<file path="config.mk">
export PLATFORM = sky130hd
export DESIGN_NAME = liteeth_sram_rd_pipe
export DESIGN_NICKNAME = d
export VERILOG_FILES = /design/src/rtl/liteeth_sram_pkg.sv /design/src/rtl/liteeth_sram_rd_pipe.sv
export SDC_FILE = /design/constraint.sdc
export NUM_CORES = 1
export LEC_CHECK = 0
export BUFFER_PORTS_ARGS = -buffer_cell sky130_fd_sc_hd__buf_4
export CORE_ASPECT_RATIO = 1.75
export CORE_MARGIN = 4
export CORE_UTILIZATION = 35
export DETAILED_ROUTE_END_ITERATION = 8
export GPL_TIMING_DRIVEN = 1
export PLACE_DENSITY = 0.75
export SETUP_SLACK_MARGIN = 0.1
export SYNTH_ARGS = -nofsm -noshare
export SYNTH_HDL_FRONTEND = slang
export SYNTH_SLANG_ARGS = --single-unit
</file>
<file path="constraint.sdc">
create_clock -name clk -period 1.66 [get_ports clk]
set_input_delay 0.083 -clock clk [delete_from_list [all_inputs] [get_ports clk]]
set_output_delay 0.083 -clock clk [all_outputs]
set_load 0.01 [all_outputs]
</file>
<file path="src/rtl/liteeth_sram_pkg.sv">
// Shared constants and helpers for the liteeth 1RW+1R SRAM model.
package liteeth_sram_pkg;

    localparam int unsigned RDW_OLD = 0;
    localparam int unsigned RDW_NEW = 1;

    // Widest word the merge helper handles; callers zero-extend and truncate.
    localparam int unsigned SRAM_MAX_BITS = 1024;
    localparam int unsigned SRAM_IDX_W    = 10;

    function automatic int unsigned wmask_width(input int unsigned bits, input int unsigned gran);
        return bits / gran;
    endfunction

    function automatic logic [SRAM_MAX_BITS-1:0] merge_word(
        input logic [SRAM_MAX_BITS-1:0] old_word,
        input logic [SRAM_MAX_BITS-1:0] wd,
        input logic [SRAM_MAX_BITS-1:0] mask,
        input int unsigned              gran
    );
        logic [SRAM_MAX_BITS-1:0] res;
        res = old_word;
        for (int unsigned b = 0; b < SRAM_MAX_BITS; b++) begin
            if (mask[SRAM_IDX_W'(b / gran)]) begin
                res[SRAM_IDX_W'(b)] = wd[SRAM_IDX_W'(b)];
            end
        end
        return res;
    endfunction

endpackage

</file>
<file path="src/rtl/liteeth_sram_rd_pipe.sv">
// Read-return pipeline: registered array read plus an optional output register.
module liteeth_sram_rd_pipe
    import liteeth_sram_pkg::*;
#(
    parameter int unsigned BITS         = 32,
    parameter int unsigned READ_LATENCY = 1
) (
    input  logic            clk,
    input  logic            rst_n,
    input  logic            req_in,
    input  logic [BITS-1:0] data_in,
    output logic            valid_out,
    output logic [BITS-1:0] data_out
);

    logic [BITS-1:0] s1_data;
    logic            s1_valid;

    // Data registers load only on a request so outputs hold between reads.
    always_ff @(posedge clk or negedge rst_n) begin
        if (!rst_n) begin
            s1_data  <= '0;
            s1_valid <= 1'b0;
        end else begin
            s1_valid <= req_in;
            if (req_in) begin
                s1_data <= data_in;
            end
        end
    end

    if (READ_LATENCY == 2) begin : g_out_reg
        logic [BITS-1:0] s2_data;
        logic            s2_valid;

        always_ff @(posedge clk or negedge rst_n) begin
            if (!rst_n) begin
                s2_data  <= '0;
                s2_valid <= 1'b0;
            end else begin
                s2_valid <= s1_valid;
                if (s1_valid) begin
                    s2_data <= s1_data;
                end
            end
        end

        assign valid_out = s2_valid;
        assign data_out  = s2_data;
    end else begin : g_no_out_reg
        assign valid_out = s1_valid;
        assign data_out  = s1_data;
    end

endmodule

</file>
==> results by group <==
Critical path
  • CP Buf/Inv Count: 1
  • Startpoint Class: flip-flop
  • Max incr delay on CP: 0.40 ns
  • Worst EP arrival: 0.83 ns
  • Required @ worst endpoint: 1.58 ns
  • Critical path class: reg2out
  • Worst-path fanout max: 2
  • Critical path endpoint category: output pin
  • Crit-path cells: buf_4
  • Slowest CP cell: dfrtp_1
  • CP delay by family, top: flip-flops

Place
  • Final GP Congestion: 0.664
  • Input/output buffers: 67
  • Dpl hpwl: 2.06 mm
  • Placement-stage worst setup slack: 0.563 ns

Clock tree
  • Root buf cell: clkbuf_8
  • Clock Latency Late Sink: 0.27 ns
  • Post-CTS setup buffers: 0
  • Worst-path clk slew: 0.06 ns
  • CTS resizes: 0
  • CTS tree: yes
  • Bufs on Longest Clock Path: 2
  • CTS H-tree depth: 2
  • Clock sinks: 33
  • Hold-fix buffers, CTS: 1
  • CTS buffer count: 5

Synthesis
  • Synth cell types: 5
  • Most numerous cell in the Yosys netlist: dfrtp_1
  • Mapped cell area: 1370 sq um
  • Yosys synthesis warning count: 0
  • Share of the synthesized area in the top cell type: 60.3%
  • Main synth FF type: dfrtp_1
  • Mapped Avg Cell Area: 19.9 sq um
  • Post-synth EDFFs: 0
  • Synth Register Bits: 33
  • FFs w/ async S/R, synth: 100%
  • Synth top area cells: dfrtp_1, mux2_4, buf_12
  • Synth Net Count: 104
  • Sequential area share after synthesis: 60.3%
  • Top post-synthesis cells by count: dfrtp_1, mux2_4, buf_12
  • Post-synth top area cell: dfrtp_1
  • Post-Syn Instances: 69

Floorplan
  • Die height: 90.8 um
  • DIE AREA: 5020 sq um
  • Starting Density: 37.0%
  • Row Count: 29
  • Die width: 55.3 um
  • Core area: 3700 sq um
  • IO Pins: 68

Global routing
  • Initial antenna violation count: 0
  • Largest net degree at the start of global routing: 34
  • Tot GR Track Use: 11.8%
  • First-pass GRT wire length: 4.64 mm
  • Vias in the first global route: 979
  • Grt total ovfl: 0

STA
  • Final setup fails: 0
  • Final min period: 0.912 ns
  • Slew Limit Headroom: 62.6%
  • Clk_skew: 0 ns
  • Fmax: 1100 MHz
  • Crit share post-route: 54.9%
  • Fin worst setup slack: 0.748 ns
  • Worst Max-Slew Pin Slew: 0.561 ns
  • Final hold vios: 0
  • RSZ-0062 raised after global routing: false
  • Setup TNS: 0 ns
  • Final slew viol count: 0

Power
  • Total leakage power: 1.01 nW
  • Total power: 0.00192 W
  • Max IR drop VDD: 0.000767 V
  • P per Cell Area: 982 nW/um^2

Cells and area
  • N_diodes: 0
  • Filler instances: 326
  • Core Util, Final: 52.8%
  • Share of layout cells above drive strength 1: 75.0%
  • Layout area overhead: 42.7%
  • Final nets: 175

Route
  • Total wire length: 2.77 mm
  • ANT nets after route: 0
  • DRC: 0
  • Via density: 4.44
  • Routed len/inst: 14.9 um
  • Initial DRC count: 0
  • Iteration count of the initial detailed-routing pass: 1
  • Via count: 825

Worst hold path
  • Worst Hold Class: in2reg

Outcome
  • Outcome: finished clean

Job
  • Number of max-cap violations: 0
==> final cells by class <==
cell class              count  area (sq um)  area share [%]
multi-input cells          32           473            24.2
repair buffers             68           513            26.2
well taps                  46          57.6            2.94
flip-flops and latches     33           826            42.2
clock buffers               7          86.3            4.41
==> power by group <==
group	internal (W)	switching [W]
clock	0.000328	0.000264
sequential	0.000884	0.0000489
combinational	0.000258	0.000136
==> stage by stage <==
| step | instance area, sq um | hold slack [ns] | instances |
|---|---|---|---|
| final | 1960 | 0.0326 | 186 |
| after global routing | 1960 | 0.0196 | 186 |
| after CTS | 1960 | 0.0247 | 186 |
| after detailed placement | 1860 | 0.0483 | 178 |
| after global placement | 1860 | 0.0376 | 178 |
| after floorplan | 1370 | -0.213 | 69 |
==> sequential cells by signal, indices dropped and copies added, names as in the netlist <==
name / count
data_out: 32
valid_out: 1
==> cell families (layout without fill, tap and decap cells) <==
family   Yosys count  after routing  share of synthesized area, %
flops             33             33                          60.3
mux               32             32                          34.5
buf+inv            4             75                          5.21
==> layout by cell type (no fill, tap or decap) <==
cell type       n
dlygate4sd3_1   1
mux2_4         30
clkbuf_1        1
mux2_2          2
buf_4          67
dfrtp_1        33
clkbuf_8        6
==> final timing paths <==
path / start / end / slack (ns) / depth (start not counted)
setup / recovery: data_out[12] / data_out[12] / 0.75 / 1
hold / removal: data_in[3] / data_out[3] / 0.03 / 2
setup reg to reg: data_out[12] / data_out[12] / 0.88 / 1
hold reg to reg: data_out[28] / data_out[28] / 0.51 / 1
max in group asynchronous: rst_n / data_out[10] / 1.10 / 2
min in group asynchronous: rst_n / data_out[7] / 0.27 / 2
==> metal layers <==
layer	share of wire [%]	GRT usage, %	up-vias
li1	-	-	379
met1	37	12.6	392
met2	52	19.9	50
met3	9.6	5.29	4
met4	1.1	4.87	0
met5	0	0	-
No activity file was read; power rests on OpenSTA's default activity.
